[src/rtl/cpu_clock_ctrl.sv]
// cpu_clock_ctrl -- CPU clock source for the 8-bit computer.
//
// Selects between the free-running slowClk and the single-step pressClk toggle,
// applies halt, and produces a fastClk-domain clock level plus a one-cycle
// rising-edge strobe. The CPU registers use cpuTick_o as their clock enable.
//
// Ports
//   fastClk_i       system clock; all logic is on its rising edge
//   reset_i         asynchronous, active-high; clears all state
//   slowClk_i       free-running square wave (async)
//   pressClk_i      toggles once per debounced button press (async)
//   clockChooser_i  0 = run from slowClk, 1 = single-step from pressClk (async)
//   halt_i          HLT decode from the CPU, fastClk-synchronous level
//   clearHalt_i     operator resume request (async level)
//   cpuClk_o        registered CPU clock level (drives the clock LED)
//   cpuTick_o       high for one cycle, the cycle cpuClk_o goes 0->1
//   halted_o        sticky halt status
//   tickCount_o     cpuTick_o pulses since reset, wrapping

// One async input: SYNC_STAGES-deep synchronizer plus a history flop. The
// history always follows the synced level, so an edge is only ever reported
// for the single cycle in which it arrives; nothing stale survives a GUARD.
module cpu_clock_ctrl_sync #(
    parameter int STAGES = 2
) (
    input  logic clk_i,
    input  logic rst_i,
    input  logic async_i,
    output logic sync_o,
    output logic hist_o
);
    logic [STAGES-1:0] chain_q;
    logic              hist_q;

    always_ff @(posedge clk_i or posedge rst_i) begin
        if (rst_i) begin
            chain_q <= '0;
            hist_q  <= 1'b0;
        end else begin
            chain_q <= {chain_q[STAGES-2:0], async_i};
            hist_q  <= chain_q[STAGES-1];
        end
    end

    assign sync_o = chain_q[STAGES-1];
    assign hist_o = hist_q;
endmodule

module cpu_clock_ctrl #(
    parameter int SYNC_STAGES  = 2,
    parameter int PULSE_LEN    = 4,
    parameter int GUARD_CYCLES = 16,
    parameter int CNT_W        = 16
) (
    input  logic             fastClk_i,
    input  logic             reset_i,
    input  logic             slowClk_i,
    input  logic             pressClk_i,
    input  logic             clockChooser_i,
    input  logic             halt_i,
    input  logic             clearHalt_i,
    output logic             cpuClk_o,
    output logic             cpuTick_o,
    output logic             halted_o,
    output logic [CNT_W-1:0] tickCount_o
);
    localparam int NSYNC = 4;
    localparam int GW    = $clog2(GUARD_CYCLES + 1);
    localparam int PW    = $clog2(PULSE_LEN + 1);

    typedef enum logic [1:0] {ST_GUARD, ST_RUN, ST_STEP, ST_HALTED} state_e;

    typedef struct packed {
        logic slow_rise;
        logic slow_fall;
        logic press_tog;
        logic mode_edge;
        logic mode_lvl;
        logic clr_rise;
    } evt_t;

    // ---------------- synchronizers ----------------
    // bit 0 slowClk, 1 pressClk, 2 clockChooser, 3 clearHalt
    logic [NSYNC-1:0] async_in, lvl, hist;
    assign async_in = {clearHalt_i, clockChooser_i, pressClk_i, slowClk_i};

    for (genvar g = 0; g < NSYNC; g++) begin : g_sync
        cpu_clock_ctrl_sync #(.STAGES(SYNC_STAGES)) u_sync (
            .clk_i  (fastClk_i),
            .rst_i  (reset_i),
            .async_i(async_in[g]),
            .sync_o (lvl[g]),
            .hist_o (hist[g])
        );
    end

    evt_t ev;
    always_comb begin
        ev.slow_rise = lvl[0] & ~hist[0];
        ev.slow_fall = ~lvl[0] & hist[0];
        ev.press_tog = lvl[1] ^ hist[1];
        ev.mode_edge = lvl[2] ^ hist[2];
        ev.mode_lvl  = lvl[2];
        ev.clr_rise  = lvl[3] & ~hist[3];
    end

    // ---------------- control FSM ----------------
    state_e           state_q, state_d;
    logic [GW-1:0]    guard_q, guard_d;
    logic [PW-1:0]    pulse_q, pulse_d;
    logic             cpuClk_q, cpuClk_d;
    logic             cpuTick_q, cpuTick_d;
    logic             halted_q, halted_d;
    logic [CNT_W-1:0] tickCount_q, tickCount_d;

    always_ff @(posedge fastClk_i or posedge reset_i) begin
        if (reset_i) begin
            state_q     <= ST_GUARD;
            guard_q     <= GW'(GUARD_CYCLES);
            pulse_q     <= '0;
            cpuClk_q    <= 1'b0;
            cpuTick_q   <= 1'b0;
            halted_q    <= 1'b0;
            tickCount_q <= '0;
        end else begin
            state_q     <= state_d;
            guard_q     <= guard_d;
            pulse_q     <= pulse_d;
            cpuClk_q    <= cpuClk_d;
            cpuTick_q   <= cpuTick_d;
            halted_q    <= halted_d;
            tickCount_q <= tickCount_d;
        end
    end

    // Priority: halt > mode change > clock edge. Suppressed edges are simply
    // dropped; the history flops have already moved past them.
    always_comb begin
        state_d   = state_q;
        guard_d   = guard_q;
        pulse_d   = pulse_q;
        cpuClk_d  = cpuClk_q;
        cpuTick_d = 1'b0;
        halted_d  = halted_q;

        if (halt_i && state_q != ST_HALTED) begin
            state_d  = ST_HALTED;
            halted_d = 1'b1;
            cpuClk_d = 1'b0;
            pulse_d  = '0;
        end else begin
            unique case (state_q)
                ST_GUARD: begin
                    cpuClk_d = 1'b0;
                    if (guard_q <= GW'(1))
                        state_d = ev.mode_lvl ? ST_STEP : ST_RUN;
                    else
                        guard_d = guard_q - GW'(1);
                end
                ST_RUN: begin
                    if (ev.mode_edge) begin
                        state_d  = ST_GUARD;
                        guard_d  = GW'(GUARD_CYCLES);
                        cpuClk_d = 1'b0;
                    end else if (ev.slow_rise) begin
                        cpuClk_d  = 1'b1;
                        cpuTick_d = 1'b1;
                    end else if (ev.slow_fall) begin
                        cpuClk_d = 1'b0;
                    end
                end
                ST_STEP: begin
                    if (ev.mode_edge) begin
                        state_d  = ST_GUARD;
                        guard_d  = GW'(GUARD_CYCLES);
                        cpuClk_d = 1'b0;
                        pulse_d  = '0;
                    end else if (pulse_q != '0) begin
                        // pulse in progress: toggles are dropped, not queued
                        pulse_d = pulse_q - PW'(1);
                        if (pulse_q == PW'(1))
                            cpuClk_d = 1'b0;
                    end else if (ev.press_tog) begin
                        cpuClk_d  = 1'b1;
                        cpuTick_d = 1'b1;
                        pulse_d   = PW'(PULSE_LEN);
                    end
                end
                ST_HALTED: begin
                    cpuClk_d = 1'b0;
                    if (ev.clr_rise && !halt_i) begin
                        halted_d = 1'b0;
                        state_d  = ST_GUARD;
                        guard_d  = GW'(GUARD_CYCLES);
                    end
                end
                default: state_d = ST_GUARD;
            endcase
        end

        tickCount_d = tickCount_q + {{(CNT_W-1){1'b0}}, cpuTick_d};
    end

    assign cpuClk_o    = cpuClk_q;
    assign cpuTick_o   = cpuTick_q;
    assign halted_o    = halted_q;
    assign tickCount_o = tickCount_q;
endmodule

[config.mk]
export PLATFORM = sky130hd
export DESIGN_NAME = cpu_clock_ctrl
export DESIGN_NICKNAME = d
export VERILOG_FILES = /design/src/rtl/cpu_clock_ctrl.sv
export SDC_FILE = /design/constraint.sdc
export NUM_CORES = 1
export LEC_CHECK = 0
export BUFFER_PORTS_ARGS = -buffer_cell sky130_fd_sc_hd__clkbuf_2
export CORE_UTILIZATION = 60
export DETAILED_ROUTE_END_ITERATION = 6
export GPL_ROUTABILITY_DRIVEN = 0
export PLACE_DENSITY_LB_ADDON = 0.25
export SLEW_MARGIN = 40
export SYNTH_ARGS = -nofsm -noshare
export SYNTH_HDL_FRONTEND = slang
export SYNTH_SLANG_ARGS = --single-unit
[constraint.sdc]
create_clock -name fastClk_i -period 3.3 [get_ports fastClk_i]
set_clock_uncertainty 0.05 [all_clocks]
set_input_delay 0.66 -clock fastClk_i [delete_from_list [all_inputs] [get_ports fastClk_i]]
set_output_delay 0.66 -clock fastClk_i [all_outputs]
set_load 0.03 [all_outputs]
==> impl_metrics.toml, run 1 <==
[logic_synthesis]
netlist_instances = 160
synth_mux_area_frac = 0.01153
synthSimpleGateAreaFrac = 0.1397
synth_xor_area_frac = 0.08949
ys_ff_latch = 41
yosys.cell_types.count = 36
synth_area_per_cell_um2 = 11.53
ys_warn_count = 0
synth.yosys.seq_area_share = 0.5566
yosys.area_share.adder = 0.06102
synth_area_um2 = 1846
synth_compound_area_frac = 0.1193
synth_fp_nets = 176
synth_top_family_by_area = "simple AND/OR/NAND/NOR gates"

[timing]
drv_slew = 0
max_freq_ghz = 0.3886
setup_tns_ns = 0
worstMarginPinSlew_ns = 0.4699
setup_violations = 0
min_period_ns = 2.573
max_slew_margin = 0.6852
period_share = 0.7798
hold_violations = 0
rsz0062_at_grt = "false"

[finish]
fill_cells = 194
area_growth_pct = 13.90
finalNonFillerCells = 224
final_nets = 208
diodes = 0
drive_gt1_frac = 0.2124

[routing]
drc = 0
top_layer = "met4"
num_vias = 1290
drtIter0Drc = 51
wl_met2_mm = 1.558
ant_nets = 0
via_per_inst = 5.759
wl_per_cell_um = 14.76
drt-met1-wl_mm = 1.545
met3_length_um = 168
wirelength_mm = 3.307
dr.pass1.iters = 7

[power]
comb_power_share = 0.348
power_mw = 1.507
p_sw_frac = 0.3619
pwr-share-seq = 0.427
p_leak_nw = 0.9968
switching_power_mw = 0.5455
vdd.ir_drop.worst_mv = 0.5072
p_clk_frac = 0.224
intPower_mw = 0.9620
p_per_area_nw_per_um2 = 717.1

[global_routing]
antenna_found_initial = 0
grt_pass1_vias = 1335
grt_start_max_net_pins = 22
grt_pass1_wl_mm = 5.768
overflow = 0
track_usage = 0.2286

[floorplanning]
die_area_um2 = 3302
die_w_um = 57.46
die_height_um = 57.46
boundaryPins = 26
start_util = 0.6524
design.core.area_um2 = 2829
row_count = 19

[critical_path]
crit_buf_inv = 0
cp_data_required_time_ns = 3.49
end_kind = "register"
arrival_ns = 2.76
crit_path_max_incr_delay_ns = 0.47
critPathKind = "reg2reg"
path_delay_family = "simple AND/OR/NAND/NOR gates"
start_kind = "register"
worstPathCellList = "xnor2_2, nand4_1, a21oi_1, ha_1, ha_1, nand3_1, nor2_1, nand4_1, xnor2_1"
cp_slowest_cell = "dfrtp_1"
worstPathMaxFanout = 9

[status]
status = "finished clean"

[clock_network]
clk_pin_slew_ns = 0.12
clk_latency_ns = 0.33
cts_buffers = 5
holdBufCountCts = 0
postCtsSetupBuffers = 0
cts_max_level = 2
clkSinkCount = 41
cts_root_buf = "clkbuf_4"
clock_path_buffers = 2
cts_resized = 0
cts_tree = "done"

[placed_design]
dp.cells = 216
hpwl_mm = 2.422
port_buffers = 25

[min_path]
hp-class = "in2async"

[flow_run]
max-cap-violations = 0
-- cell usage in the layout, fill, tap and decap left out, drive strengths merged --
| cell | synthesis | final |
|---|---|---|
| a21oi | 5 | 5 |
| or3b | 1 | 1 |
| mux2i | 1 | 1 |
| nand4b | 2 | 2 |
| clkbuf | 1 | 31 |
| dfstp | 1 | 1 |
| mux2 | 1 | 1 |
| nand4 | 8 | 8 |
| nand2b | 3 | 3 |
| a21bo | 1 | 1 |
| clkinvlp | 0 | 1 |
| and3 | 1 | 1 |
| nor2 | 10 | 10 |
| o311a | 1 | 1 |
| a21boi | 2 | 2 |
| inv | 10 | 10 |
| a31oi | 1 | 1 |
| and2 | 2 | 2 |
| a22oi | 1 | 1 |
| o21ai | 6 | 6 |
| bufinv | 0 | 1 |
| nor3 | 3 | 3 |
| o21bai | 1 | 1 |
| nand3 | 11 | 11 |
| a221oi | 1 | 1 |
| o22a | 2 | 2 |
| o2bb2ai | 2 | 2 |
| nor2b | 1 | 1 |
| dfrtp | 40 | 40 |
| ha | 9 | 9 |
| buf | 0 | 1 |
| a22o | 1 | 1 |
| o311ai | 1 | 1 |
| xnor2 | 13 | 13 |
| nand2 | 8 | 8 |
| o211ai | 3 | 3 |
| xor2 | 5 | 5 |
| o21a | 1 | 1 |
-- area by class of cell --
type	count	area [um2]	area share
clock buffer	6	51.30	0.02440
clock inverter	2	37.54	0.01786
inverter	10	37.54	0.01786
multi-input combinational	108	777.0	0.3696
sequential	41	1027	0.4887
tap	31	38.79	0.01845
timing repair buffer	26	132.6	0.06310
-- layer usage --
layer  track usage  vias up
met4        0.1045        0
met5             0        -
li1              -      630
met2        0.3571       35
met1        0.3046      621
met3       0.05442        4
-- per-stage QoR --
step / setup slack (ns) / cell area, um2 / utilization / hold WS [ns]
after global routing: 0.4729 / 2102 / 0.7430 / 0.2515
after detailed placement: 0.7221 / 2013 / 0.7116 / 0.2862
after floorplan: 0.9834 / 1846 / - / 0.2812
final: 0.7266 / 2102 / 0.7430 / 0.2360
after global placement: 0.8484 / 2013 / 0.7116 / 0.2815
after CTS: 0.7142 / 2102 / 0.7430 / 0.3131
-- cell usage after synthesis, drive strengths merged --
master	count	area, um2
nand2	8	30.03
a31oi	1	6.260
o211ai	3	22.52
xnor2	13	121.4
o21bai	1	7.510
a22o	1	8.760
dfrtp	40	1001
a21boi	2	15.01
o22a	2	17.52
o2bb2ai	2	17.52
and2	2	12.51
o311a	1	10.01
dfstp	1	26.28
inv	10	37.54
ha	9	112.6
a21bo	1	10.01
or3b	1	8.760
and3	1	6.260
nand4	8	50.05
o21ai	6	30.03
a21oi	5	25.02
o21a	1	7.510
mux2i	1	10.01
o311ai	1	8.760
nor2	10	37.54
nand2b	3	18.77
a221oi	1	26.28
nand3	11	55.05
nor3	3	15.01
nor2b	1	6.260
clkbuf	1	3.750
mux2	1	11.26
a22oi	1	7.510
nand4b	2	17.52
xor2	5	43.79
-- worst reg2reg max path: cells and delay by family, from the launching register on --
family / cells / cell delay (ns)
flops: 1 / 0.47
compound gates: 1 / 0.23
xor+xnor: 2 / 0.55
simple gates: 4 / 0.74
fa+ha+maj: 2 / 0.45
-- registers in the layout, indices dropped and copies added (netlist names) --
signal and flops:
state_q 2, pulse_q 3, g_sync.u_sync.chain_q 8, guard_q 5, g_sync.u_sync.hist_o 4, cpuTick_o 1
halted_o 1, tickCount_o 16, cpuClk_o 1
-- final timing paths --
check                                                 start                          end  slack (ns)  depth (start not counted)
worst min-delay path                                reset_i  g_sync[3].u_sync.chain_q[0]        0.24                          2
worst max register to register  g_sync[2].u_sync.chain_q[1]              tickCount_o[10]        0.73                          9
max in group asynchronous                           reset_i               tickCount_o[1]        2.34                          3
worst max-delay path            g_sync[2].u_sync.chain_q[1]              tickCount_o[10]        0.73                          9
min in group fastClk_i          g_sync[2].u_sync.chain_q[0]  g_sync[2].u_sync.chain_q[1]        0.31                          0
worst min register to register  g_sync[2].u_sync.chain_q[0]  g_sync[2].u_sync.chain_q[1]        0.31                          0
-- cell families (layout without fill, tap and decap cells) --
| logic type | after synthesis | in the layout |
|---|---|---|
| compound gates | 29 | 29 |
| flops | 41 | 41 |
| mux | 2 | 2 |
| fa+ha+maj | 9 | 9 |
| xor+xnor | 18 | 18 |
| simple gates | 50 | 50 |
| buf+inv | 11 | 44 |
-- power groups by stage --
stage	combinational (mW)	sequential (mW)	clock, mW
final	0.525	0.644	0.338
after floorplan	0.355	0.690	0
after global placement	0.497	0.648	0
after detailed placement	0.515	0.654	0
after CTS	0.519	0.644	0.348
after global routing	0.580	0.654	0.369
Power figures use the tool's default switching activity.
==> inputs of run 2 (changes only) <==
Settings changed: ABC_AREA set to 1, CORE_UTILIZATION 60 to 57.
Clock period 3.3 ns to 2.6 ns, I/O delays scaled along.
==> run 2 against run 1 <==
Cell count up 38%. Largest cell class unchanged. Critical path type unchanged. Largest power group unchanged. Register-to-register slack worse by 0.49 ns. Die area up 16%. Worst setup slack worse by 0.49 ns.
==> impl_metrics.toml, run 2 <==
[status]
status = "finished clean"

[floorplanning]
die_height_um = 61.86
die_w_um = 61.86
die_area_um2 = 3826
boundaryPins = 26
start_util = 0.6024
design.core.area_um2 = 3390
row_count = 21

[logic_synthesis]
ys_top_cells_by_area = "dfrtp_1, nand2_1, ha_1"
synth_top_area_share = 0.4902
netlist_instances = 230
synth_ff_type = "dfrtp_1"
async_flop_share = 1.000
synth_area_um2 = 2042
ys_ff_latch = 41
yosys.cell_types.count = 27
synthMostInstantiatedCell = "nand2_1"
synth-edff-count = 0
ys_warn_count = 0
synth.yosys.seq_area_share = 0.5031
synth_fp_nets = 246
synth_common_cells = "nand2_1, dfrtp_1, inv_1, nor2_1, nand3_1"
synth_area_per_cell_um2 = 8.878
synth_top_area_cell = "dfrtp_1"

[routing]
ant_nets = 0
drtIter0Drc = 56
drc = 0
num_vias = 1540
dr.pass1.iters = 4
wl_per_cell_um = 10.73
via_per_inst = 4.968
wirelength_mm = 3.327

[critical_path]
ff2ff_setup_slack_ns = 0.23
r2r-end = "tickCount_o[10]"
critPathKind = "reg2reg"
worstPathCellList = "inv_1, ha_1, nand3_1, nor3_1, a21oi_1, nor2_2, ha_1, ha_1, inv_1, nor2_2, nand2_2, nor2_2, xor2_1"
crit_path_max_incr_delay_ns = 0.43
cp_data_required_time_ns = 2.84
end_kind = "register"
worstPathMaxFanout = 4
start_kind = "register"
cp_slowest_cell = "dfrtp_1"
arrival_ns = 2.61
r2r-start = "state_q[0]"
reg2reg_depth = 13

[global_routing]
grt_pass1_vias = 1303
overflow = 0
track_usage = 0.2020
antenna_found_initial = 0
grt_pass1_wl_mm = 5.409
grt_start_max_net_pins = 42

[power]
vdd.ir_drop.worst_mv = 0.5816
p_per_area_nw_per_um2 = 840.6
power_mw = 1.931
p_leak_nw = 1.235

[finish]
seqCellArea_um2 = 1027
final_common_cell = "nand2_1"
final_cell_mix = "nand2_1, dfrtp_1, clkbuf_2"
drive_gt1_frac = 0.2386
fill_cells = 268
final_nets = 279
diodes = 0
multi_input_area_um2 = 908.4
area_growth_pct = 12.50
largest_register_ffs = 16

[timing]
rsz0062_at_grt = "false"
drv_slew = 0
period_share = 0.9106
max_slew_margin = 0.6757
setup_violations = 0
setup_tns_ns = 0
worstMarginPinSlew_ns = 0.4865
hold_violations = 0
max_freq_ghz = 0.4224
min_period_ns = 2.368

[clock_network]
cts_root_buf = "clkbuf_4"
clk_pin_slew_ns = 0.13
cts_buffers = 5
clk_latency_ns = 0.37
cts_tree = "done"
clkSinkCount = 41
clock_path_buffers = 2
cts_max_level = 2

[flow_run]
max-cap-violations = 0

[placed_design]
port_buffers = 25
hpwl_mm = 2.561

[min_path]
hp-class = "in2async"
## run 2: cell count changes after synthesis, moves of 4 or more
cell / change
a21oi_1: -4
nor2_1: +10
xnor2_1: -7
nor2_2: +5
nand2_1: +52
nand2_2: +7
o21ai_2: +4
xor2_1: +7
inv_2: +4
inv_1: +13
nand4_1: -4
## run 2: logic make-up after synthesis
group           share of synthesized area
compound gates                    0.04534
xor+xnor                          0.07292
buf+inv                           0.05331
flops                              0.5031
simple gates                       0.2702
fa+ha+maj                         0.05515
## run 2: what timing repair did
item	CTS	global route
resized for setup	0	1
hold buffers	0	0
buffers inserted	0	0
endpoints found under the setup margin	0	1
## run 2: power breakdown
part / switching [mW] / leakage [nW] / total [mW] / internal [mW]
clock: 0.229 / 0.0322 / 0.341 / 0.112
sequential: 0.0796 / 0.514 / 0.820 / 0.740
combinational: 0.495 / 0.689 / 0.770 / 0.275
total: 0.804 / 1.23 / 1.93 / 1.13
## run 2: stage by stage
stage	instances	hold slack [ns]	cell area, um2	util	setup WS (ns)
after floorplan	230	0.2812	2042	-	0.5383
after global placement	302	0.2817	2232	0.6585	0.3883
after detailed placement	302	0.2847	2232	0.6585	0.2187
after CTS	310	0.1840	2295	0.6770	0.1893
after global routing	310	0.1618	2297	0.6777	0.006812
final	310	0.1755	2297	0.6777	0.2324
## run 2: worst max-delay path by stage
stage,startpoint,endpoint,cells after the start
floorplan,state_q[0],tickCount_o[10],13
global placement,state_q[0],tickCount_o[10],13
detailed placement,state_q[0],tickCount_o[10],13
CTS,state_q[0],tickCount_o[10],13
global route,state_q[0],tickCount_o[10],13
finish,state_q[0],tickCount_o[10],13
## run 2: cell type report
cell class,instances,area share
Sequential cell,41,0.4472
Multi-Input combinational cell,161,0.3954
Timing Repair Buffer,27,0.06100
Inverter,27,0.04412
Tap cell,46,0.02505
Clock buffer,5,0.01634
Clock inverter,3,0.01089
## run 2: worst max-delay path: cells and delay by family (launching register included)
| kind | cells | cell delay, ns |
|---|---|---|
| AND/OR/NAND/NOR | 6 | 0.79 |
| AO/OA/AOI/OAI | 1 | 0.08 |
| adder cells (fa/ha/maj) | 3 | 0.60 |
| buffers and inverters | 2 | 0.18 |
| flip-flops | 1 | 0.43 |
| XOR/XNOR | 1 | 0.17 |
## run 2: per-layer routing
| layer | vias to the layer above | share of wire | GRT usage | routed length [um] |
|---|---|---|---|---|
| met4 | 0 | 0.020 | 0.09524 | 68 |
| li1 | 788 | - | - | - |
| met3 | 6 | 0.042 | 0.05590 | 141 |
| met1 | 713 | 0.46 | 0.2584 | 1518 |
| met2 | 33 | 0.48 | 0.3195 | 1598 |
| met5 | - | 0 | 0 | 0 |
